File: src/rtl/mem_port_arbiter.sv
// Shares one single-port memory between instruction fetch (IF) and data (MEM) requesters.
// Data accesses win arbitration. A burst limiter bounds how many data grants can pass a
// waiting fetch. Each access runs IDLE -> BUSY -> RESP, with a registered response and a
// timeout that reports a bus error.
module mem_port_arbiter #(
  parameter int unsigned ADDR_W      = 32,
  parameter int unsigned DATA_W      = 32,
  parameter int unsigned MAX_D_BURST = 4,
  parameter int unsigned TIMEOUT     = 255
) (
  input  logic              clk,
  input  logic              reset,
  input  logic              i_req,
  input  logic [ADDR_W-1:0] i_addr,
  output logic [DATA_W-1:0] i_rdata,
  output logic              i_ack,
  input  logic              d_req,
  input  logic              d_we,
  input  logic [ADDR_W-1:0] d_addr,
  input  logic [DATA_W-1:0] d_wdata,
  input  logic [3:0]        d_amp,
  output logic [DATA_W-1:0] d_rdata,
  output logic              d_ack,
  output logic              bus_err,
  output logic              mem_req,
  output logic              mem_we,
  output logic [ADDR_W-1:0] mem_addr,
  output logic [DATA_W-1:0] mem_wdata,
  output logic [3:0]        mem_be,
  input  logic [DATA_W-1:0] mem_rdata,
  input  logic              mem_ready
);

  localparam logic [3:0] MaxBurst = 4'(MAX_D_BURST);
  // The last BUSY cycle has TIMEOUT-1 cycles already counted.
  localparam logic [7:0] TmoLast  = 8'(TIMEOUT - 1);

  typedef enum logic [1:0] {StIdle, StBusy, StResp} state_e;

  state_e              state_q, state_d;
  logic                own_d_q, own_d_d;   // 1: data port owns the access, 0: fetch port
  logic [ADDR_W-1:0]   addr_q, addr_d;
  logic [DATA_W-1:0]   wdata_q, wdata_d;
  logic                we_q, we_d;
  logic [3:0]          be_q, be_d;
  logic [DATA_W-1:0]   rdata_q, rdata_d;
  logic                err_q, err_d;
  logic [3:0]          burst_q, burst_d;
  logic [7:0]          tmo_q, tmo_d;
  logic                grant_d;

  // Next-state logic: arbitration, request latching, timeout and response capture.
  always_comb begin
    state_d = state_q;
    own_d_d = own_d_q;
    addr_d  = addr_q;
    wdata_d = wdata_q;
    we_d    = we_q;
    be_d    = be_q;
    rdata_d = rdata_q;
    err_d   = err_q;
    burst_d = burst_q;
    tmo_d   = tmo_q;
    grant_d = 1'b0;
    unique case (state_q)
      StIdle: begin
        if (d_req || i_req) begin
          // A data request yields only when a waiting fetch has used up its patience.
          grant_d = d_req && !(i_req && (burst_q == MaxBurst));
          state_d = StBusy;
          own_d_d = grant_d;
          tmo_d   = '0;
          err_d   = 1'b0;
          if (grant_d) begin
            addr_d  = d_addr;
            wdata_d = d_wdata;
            we_d    = d_we;
            be_d    = d_we ? d_amp : 4'b1111;
            burst_d = i_req ? burst_q + 4'd1 : 4'd0;
          end else begin
            addr_d  = i_addr;
            wdata_d = '0;
            we_d    = 1'b0;
            be_d    = 4'b1111;
            burst_d = 4'd0;
          end
        end
      end
      StBusy: begin
        tmo_d = tmo_q + 8'd1;
        if (mem_ready) begin
          rdata_d = we_q ? '0 : mem_rdata;
          state_d = StResp;
        end else if (tmo_q == TmoLast) begin
          rdata_d = '0;
          err_d   = 1'b1;
          state_d = StResp;
        end
      end
      StResp: begin
        state_d = StIdle;
        tmo_d   = '0;
        err_d   = 1'b0;
        rdata_d = '0;
      end
      default: state_d = StIdle;
    endcase
  end

  // State and request/response registers; reset abandons any in-flight access.
  always_ff @(posedge clk or negedge reset) begin
    if (!reset) begin
      state_q <= StIdle;
      own_d_q <= 1'b0;
      addr_q  <= '0;
      wdata_q <= '0;
      we_q    <= 1'b0;
      be_q    <= '0;
      rdata_q <= '0;
      err_q   <= 1'b0;
      burst_q <= '0;
      tmo_q   <= '0;
    end else begin
      state_q <= state_d;
      own_d_q <= own_d_d;
      addr_q  <= addr_d;
      wdata_q <= wdata_d;
      we_q    <= we_d;
      be_q    <= be_d;
      rdata_q <= rdata_d;
      err_q   <= err_d;
      burst_q <= burst_d;
      tmo_q   <= tmo_d;
    end
  end

  // Outputs decode from state so they fall to zero as soon as reset forces IDLE.
  always_comb begin
    mem_req   = 1'b0;
    mem_we    = 1'b0;
    mem_addr  = '0;
    mem_wdata = '0;
    mem_be    = '0;
    i_ack     = 1'b0;
    i_rdata   = '0;
    d_ack     = 1'b0;
    d_rdata   = '0;
    bus_err   = 1'b0;
    if (state_q == StBusy) begin
      mem_req   = 1'b1;
      mem_we    = we_q;
      mem_addr  = addr_q;
      mem_wdata = wdata_q;
      mem_be    = be_q;
    end
    if (state_q == StResp) begin
      bus_err = err_q;
      if (own_d_q) begin
        d_ack   = 1'b1;
        d_rdata = rdata_q;
      end else begin
        i_ack   = 1'b1;
        i_rdata = rdata_q;
      end
    end
  end

endmodule

File: config.mk
export PLATFORM = sky130hd
export DESIGN_NAME = mem_port_arbiter
export DESIGN_NICKNAME = d
export VERILOG_FILES = /design/src/rtl/mem_port_arbiter.sv
export SDC_FILE = /design/constraint.sdc
export NUM_CORES = 1
export LEC_CHECK = 0
export CORE_UTILIZATION = 39
export CTS_CLUSTER_DIAMETER = 120
export CTS_CLUSTER_SIZE = 10
export DETAILED_ROUTE_END_ITERATION = 8
export HOLD_SLACK_MARGIN = 0.02
export PLACE_DENSITY = 0.78
export SETUP_SLACK_MARGIN = 0.02
export SLEW_MARGIN = 20
export SYNTH_ARGS = -nofsm -noshare
export SYNTH_HDL_FRONTEND = slang
export SYNTH_SLANG_ARGS = --single-unit
File: constraint.sdc
create_clock -name clk -period 1.6 [get_ports clk]
set_input_delay 0.16 -clock clk [delete_from_list [all_inputs] [get_ports clk]]
set_output_delay 0.16 -clock clk [all_outputs]
set_load 0.05 [all_outputs]
==> results.sh, run 1 <==
export IMPL_crit_required_ns=1.44
export IMPL_synth_fp_nets=837
export IMPL_setup_viol=246
export IMPL_cts_tree="yes"
export IMPL_yosysTopAreaCell="dfrtp_1"
export IMPL_drt_iter0_drc=700
export IMPL_ys_types=51
export IMPL_place_hpwl_mm=15.23
export IMPL_initial_core_util_pct=40.17
export IMPL_p_per_area_mw_per_mm2=1931
export IMPL_period_needed_ns=2.027
export IMPL_row_count=46
export IMPL_layout_drive_gt1_share_pct=46.69
export IMPL_worstMarginPinSlew_ns=0.4320
export IMPL_ys_flop_type="dfrtp_1"
export IMPL_cts_buffers=17
export IMPL_yosysSeqAreaShare_pct=45.71
export IMPL_p_leak_nw=5.737
export IMPL_ant_nets=0
export IMPL_cp_slowest_cell="dfrtp_1"
export IMPL_dieHeight_um=130.2
export IMPL_utilization_pct=85.29
export IMPL_failed_checks="setup timing"
export IMPL_path_buf_inv=4
export IMPL_hold_viol=0
export IMPL_finalCritPeriodShare_pct=126.7
export IMPL_slew_headroom_pct=70.89
export IMPL_routedWlPerCell_um=24.31
export IMPL_dpl_cell_count=1159
export IMPL_drv_slew=0
export IMPL_fin_skew_ns=0.01246
export IMPL_hp_class="input pin to async pin"
export IMPL_synthArstFlopShare_pct=100.0
export IMPL_h_tree_depth=4
export IMPL_ys_warn_count=0
export IMPL_n_fill_cell=740
export IMPL_final_cell_mix="buf_12, clkdlybuf4s50_1, and2_4"
export IMPL_wirelength_mm=30.60
export IMPL_worstSetupEndpointType="output port"
export IMPL_clk_latency_ns=0.42
export IMPL_yosys_register_bits=117
export IMPL_grt_total_usage_pct=29.37
export IMPL_areaGrowthSynthToFinish_pct=112.3
export IMPL_place_gp_congestion=0.8284
export IMPL_clock_sinks=117
export IMPL_critPathKind="register to output port"
export IMPL_ios=275
export IMPL_vias=7601
export IMPL_rsz0062_at_grt="yes"
export IMPL_antenna_found_initial=0
export IMPL_grt_max_degree=66
export IMPL_cp_arrival_ns=1.87
export IMPL_fp_dieW_um=130.2
export IMPL_drt_first_pass_iters=5
export IMPL_grt_pass1_vias=7059
export IMPL_clk_pin_slew_ns=0.06
export IMPL_io_buffers=274
export IMPL_grt_pass1_wl_mm=37.75
export IMPL_syn_avg_cell_area_um2=9.216
export IMPL_layoutNonFillerInstCount=1259
export IMPL_die_area_mm2=0.01694
export IMPL_finalNetCount=1172
export IMPL_drc=0
export IMPL_core_area_mm2=0.01594
export IMPL_ys_top_cells_by_area="dfrtp_1, and2_1, nand3_1, o21ai_0, a21oi_1"
export IMPL_synthCells=695
export IMPL_layout_commonest_cell="buf_12"
export IMPL_vias_per_cell=6.037
export IMPL_grt_overflow=0
export IMPL_place_ws_ns=-0.09761
export IMPL_vdd_drop_max_mv=1.496
export IMPL_netlist_area_leader_share_pct=45.71
export IMPL_max_freq_mhz=493.4
export IMPL_path_max_fanout=4
export IMPL_critical_path_cell_chain="inv_2 > nor3_4 > buf_6 > clkbuf_16 > and2_4 > buf_12"
export IMPL_synth_area_mm2=0.006405
export IMPL_drv_cap=0
export IMPL_start_kind="register"
export IMPL_fin_ws_ns=-0.4267
export IMPL_status="complete, but fails checks"
export IMPL_cts_root_buf="clkbuf_16"
export IMPL_synth_edff_count=0
export IMPL_critPathTopFamily="buffers and inverters"
export IMPL_diodes=0
export IMPL_clock_path_buffers=2
export IMPL_critPathMaxStageDelay_ns=0.42
==> cell families after synthesis <==
group                      synth area share (%)
muxes                                    0.3126
buffers and inverters                     6.369
AOI/OAI and AO/OA                         24.75
DFF                                       45.71
and+or+nand+nor                           22.07
adders and majority gates                0.7814
==> worst reg2reg max path, cell delays in order, from the launching register on <==
cell	delay [ns]
dfrtp_2	0.45
buf_6	0.15
buf_6	0.12
nor2_4	0.12
buf_12	0.12
buf_6	0.09
buf_6	0.10
nand4_1	0.23
o22a_1	0.26
==> synthesized netlist by cell type, types with 4 or more instances <==
cell / n
a21oi_1: 65
a22o_1: 32
a22oi_1: 32
a31oi_1: 34
and2_1: 134
buf_2: 21
buf_6: 9
clkbuf_1: 38
dfrtp_1: 117
ha_1: 4
inv_1: 7
nand2_1: 4
nand3_1: 70
nor3_1: 4
o21ai_0: 69
o22a_1: 4
==> per-layer routing <==
| metal | up-vias | share of wire, % | track usage [%] |
|---|---|---|---|
| li1 | 3197 | - | - |
| met1 | 3705 | 35 | 34.53 |
| met2 | 560 | 50 | 49.94 |
| met3 | 139 | 9.9 | 7.708 |
| met4 | 0 | 4.9 | 13.89 |
| met5 | - | 0 | 0 |
==> path summary, 6_finish.rpt <==
| path | slack [ns] | from | end | cells past startpoint |
|---|---|---|---|---|
| max | -0.43 | state_q[1] | i_rdata[4] | 6 |
| max reg2reg | -0.15 | state_q[0] | be_q[1] | 8 |
| min in group clk | 0.32 | i_addr[25] | addr_q[25] | 3 |
| max in group asynchronous | 0.77 | reset | wdata_q[7] | 3 |
| min reg2reg | 0.51 | wdata_q[21] | wdata_q[21] | 1 |
| min | 0.24 | reset | rdata_q[31] | 2 |
==> power by group <==
group	leakage, nW	switching, mW	total (mW)	internal (mW)
registers	1.45	0.943	5.08	4.14
clock network	0.270	1.53	3.98	2.45
logic	4.01	8.53	17.2	8.67
total	5.74	11.0	26.3	15.3
==> final cells by class <==
| type | count | area (µm²) | share of cell area [%] |
|---|---|---|---|
| clock inverters | 15 | 181.4 | 1.334 |
| well taps | 216 | 270.3 | 1.987 |
| inverters | 9 | 46.29 | 0.3405 |
| repair inverters | 1 | 11.26 | 0.08281 |
| flip-flops and latches | 117 | 2930 | 21.55 |
| clock buffers | 17 | 425.4 | 3.128 |
| repair buffers | 388 | 5922 | 43.55 |
| multi-input cells | 496 | 3811 | 28.03 |
==> timing repair <==
action                                 4_1_cts  5_1_grt
buffers inserted                            20       21
setup endpoints to repair                  175      252
pin swaps                                   43       78
cloned                                      11       22
gates resized for setup                     84      117
hold buffers                                 1        0
endpoints found under the hold margin       49        0
==> per-stage QoR <==
stage / instance area, µm² / TNS, ns / hold WS [ns] / power (mW)
after floorplan: 6660 / -0.5160 / -0.1356 / 12.10
after global placement: 11240 / -1.414 / 0.1138 / 17.69
after detailed placement: 11240 / -3.408 / 0.1187 / 18.00
after CTS: 12540 / -49.40 / 0.2331 / 23.45
after global routing: 13600 / -62.10 / 0.2545 / 27.10
final: 13600 / -53.38 / 0.2406 / 26.26
==> state kept, by name, indices dropped and copies added (netlist names) <==
signal   flops
we_q         1
addr_q      32
burst_q      4
err_q        1
state_q      2
tmo_q        8
rdata_q     32
be_q         4
wdata_q     32
own_d_q      1
Note: power is estimated with default switching activity, not from simulation.
==> inputs of run 2 (changes only) <==
--- a/config.mk
+++ b/config.mk
@@ -5,6 +5,8 @@
 export SDC_FILE = /design/constraint.sdc
 export NUM_CORES = 1
 export LEC_CHECK = 0
+export ABC_AREA = 0
+export CORE_MARGIN = 3
 export CORE_UTILIZATION = 39
 export CTS_CLUSTER_DIAMETER = 120
 export CTS_CLUSTER_SIZE = 10
==> run 2 against run 1 <==
Effect of this change:
- the run still ends with setup timing left
- cell count fell by 0.24%
- sequential power barely moved
- wire length fell by 5.1%
- register-to-register slack got worse by 0.13 ns
- global-route usage fell by 0.47 points
- worst hold slack improved by 0.047 ns
- clock power fell by 5%
- core utilization fell by 2.3 points
- flip-flop and latch count did not move
- largest cell class unchanged
==> results.sh, run 2 (synthesized netlist as in run 1, its figures left out) <==
export IMPL_cts_buffers=17
export IMPL_hold_viol=0
export IMPL_place_hpwl_mm=15.72
export IMPL_h_tree_depth=4
export IMPL_layout_commonest_cell="buf_12"
export IMPL_initial_core_util_pct=40.03
export IMPL_grt_pass1_vias=7174
export IMPL_setup_viol=237
export IMPL_grt_max_degree=78
export IMPL_vdd_drop_max_mv=1.387
export IMPL_layout_drive_gt1_share_pct=43.17
export IMPL_utilization_pct=82.95
export IMPL_ant_nets=0
export IMPL_drt_first_pass_iters=6
export IMPL_diodes=0
export IMPL_grt_total_usage_pct=28.90
export IMPL_worstSetupEndpointType="output port"
export IMPL_vias_per_cell=5.893
export IMPL_finalInstanceArea_mm2=0.01327
export IMPL_status="complete, but fails checks"
export IMPL_io_buffers=274
export IMPL_drt_iter0_drc=695
export IMPL_place_gp_congestion=0.8324
export IMPL_placed_cell_area_mm2=0.01109
export IMPL_p_leak_nw=5.729
export IMPL_row_count=46
export IMPL_p_per_area_mw_per_mm2=1943
export IMPL_r2r_end="wdata_q[12]"
export IMPL_fin_ws_ns=-0.3153
export IMPL_grt_overflow=0
export IMPL_crit_start="state_q[0]"
export IMPL_areaGrowthSynthToFinish_pct=107.2
export IMPL_reg2reg_slack_ns=-0.28
export IMPL_failed_checks="setup timing"
export IMPL_fin_skew_ns=0.01134
export IMPL_cts_root_buf="clkbuf_16"
export IMPL_rsz0062_at_grt="yes"
export IMPL_worstMarginPinSlew_ns=0.6496
export IMPL_reg_largest_list="addr_q x32, rdata_q x32, wdata_q x32"
export IMPL_clock_path_buffers=2
export IMPL_path_max_fanout=17
export IMPL_antenna_found_initial=0
export IMPL_fp_dieW_um=134.2
export IMPL_finalCritPeriodShare_pct=119.7
export IMPL_regToRegStartpoint="state_q[0]"
export IMPL_final_cell_mix="buf_12, and2_4, clkdlybuf4s50_1"
export IMPL_max_freq_mhz=522.1
export IMPL_whs_ns=0.2877
export IMPL_routedWlPerCell_um=23.12
export IMPL_slew_headroom_pct=56.69
export IMPL_start_kind="register"
export IMPL_clk_pin_slew_ns=0.06
export IMPL_cts_tree="yes"
export IMPL_cp_arrival_ns=1.76
export IMPL_dieHeight_um=134.2
export IMPL_critPathKind="register to output port"
export IMPL_clk_latency_ns=0.42
export IMPL_clock_sinks=117
export IMPL_hp_class="input pin to async pin"
export IMPL_setup_tns_ns=-49.21
export IMPL_drv_cap=0
export IMPL_wirelength_mm=29.04
export IMPL_core_area_mm2=0.01600
export IMPL_vias=7402
export IMPL_period_needed_ns=1.915
export IMPL_ios=275
export IMPL_worstRegToRegCells=8
export IMPL_grt_pass1_wl_mm=40.90
export IMPL_crit_required_ns=1.44
export IMPL_finalNetCount=1171
export IMPL_die_area_mm2=0.01800
export IMPL_drc=0
export IMPL_drv_slew=0
## run 2: cell types whose count changed in the layout (fill, tap and decap cells not counted), sizes merged
| cell | change |
|---|---|
| bufbuf | +2 |
| clkinv | +6 |
| clkbuf | -2 |
| inv | -3 |
| and2 | +7 |
| buf | -6 |
| clkinvlp | -7 |
## run 2: what timing repair did
action,in CTS,in global routing
setup endpoints to repair,146,253
resized for setup,104,86
pin swaps,55,40
hold buffers,1,0
setup buffers,19,24
gates cloned,21,18
endpoints found under the hold margin,117,0
## run 2: through the flow
| stage | instances | total power, mW | setup slack, ns |
|---|---|---|---|
| CTS | 1219 | 24.22 | -0.2944 |
| global placement | 1149 | 17.45 | -0.07572 |
| finish | 1256 | 25.79 | -0.3153 |
| detailed placement | 1149 | 17.75 | -0.1496 |
| global route | 1256 | 26.73 | -0.3769 |
| floorplan | 695 | 12.10 | -0.1230 |
## run 2: worst max path at each step
stage	depth (start not counted)	endpoint
6_report	5	d_rdata[23]
5_1_grt	6	d_rdata[23]
4_1_cts	5	d_rdata[21]
3_5_place_dp	4	addr_q[7]
3_3_place_gp	4	be_q[0]
2_1_floorplan	5	bus_err
## run 2: critical path: stages (launching register included)
cell and delay [ns]:
dfrtp_2 0.47, nor3b_4 0.25, buf_4 0.16, buf_12 0.15, and2_4 0.17, buf_12 0.13
## run 2: final cells by class
type | instances | area, µm²
fill | 823 | 2728
tap | 216 | 270.3
inverter | 9 | 48.80
timing repair inverter | 1 | 16.27
timing repair buffer | 380 | 5784
clock inverter | 11 | 136.4
multi-input combinational | 503 | 3654
sequential | 117 | 2930
clock buffer | 19 | 432.9
## run 2: report_power, final
part	internal, mW	switching (mW)
sequential	4.14	0.920
combinational	8.63	8.31
clock	2.41	1.38
total	15.2	10.6
## run 2: layer usage
metal  global-route usage, %  routed length (µm)
met5                       0                   0
met4                   10.07                 857
met3                   7.989                2922
met2                   49.21               14680
met1                   35.42               10580
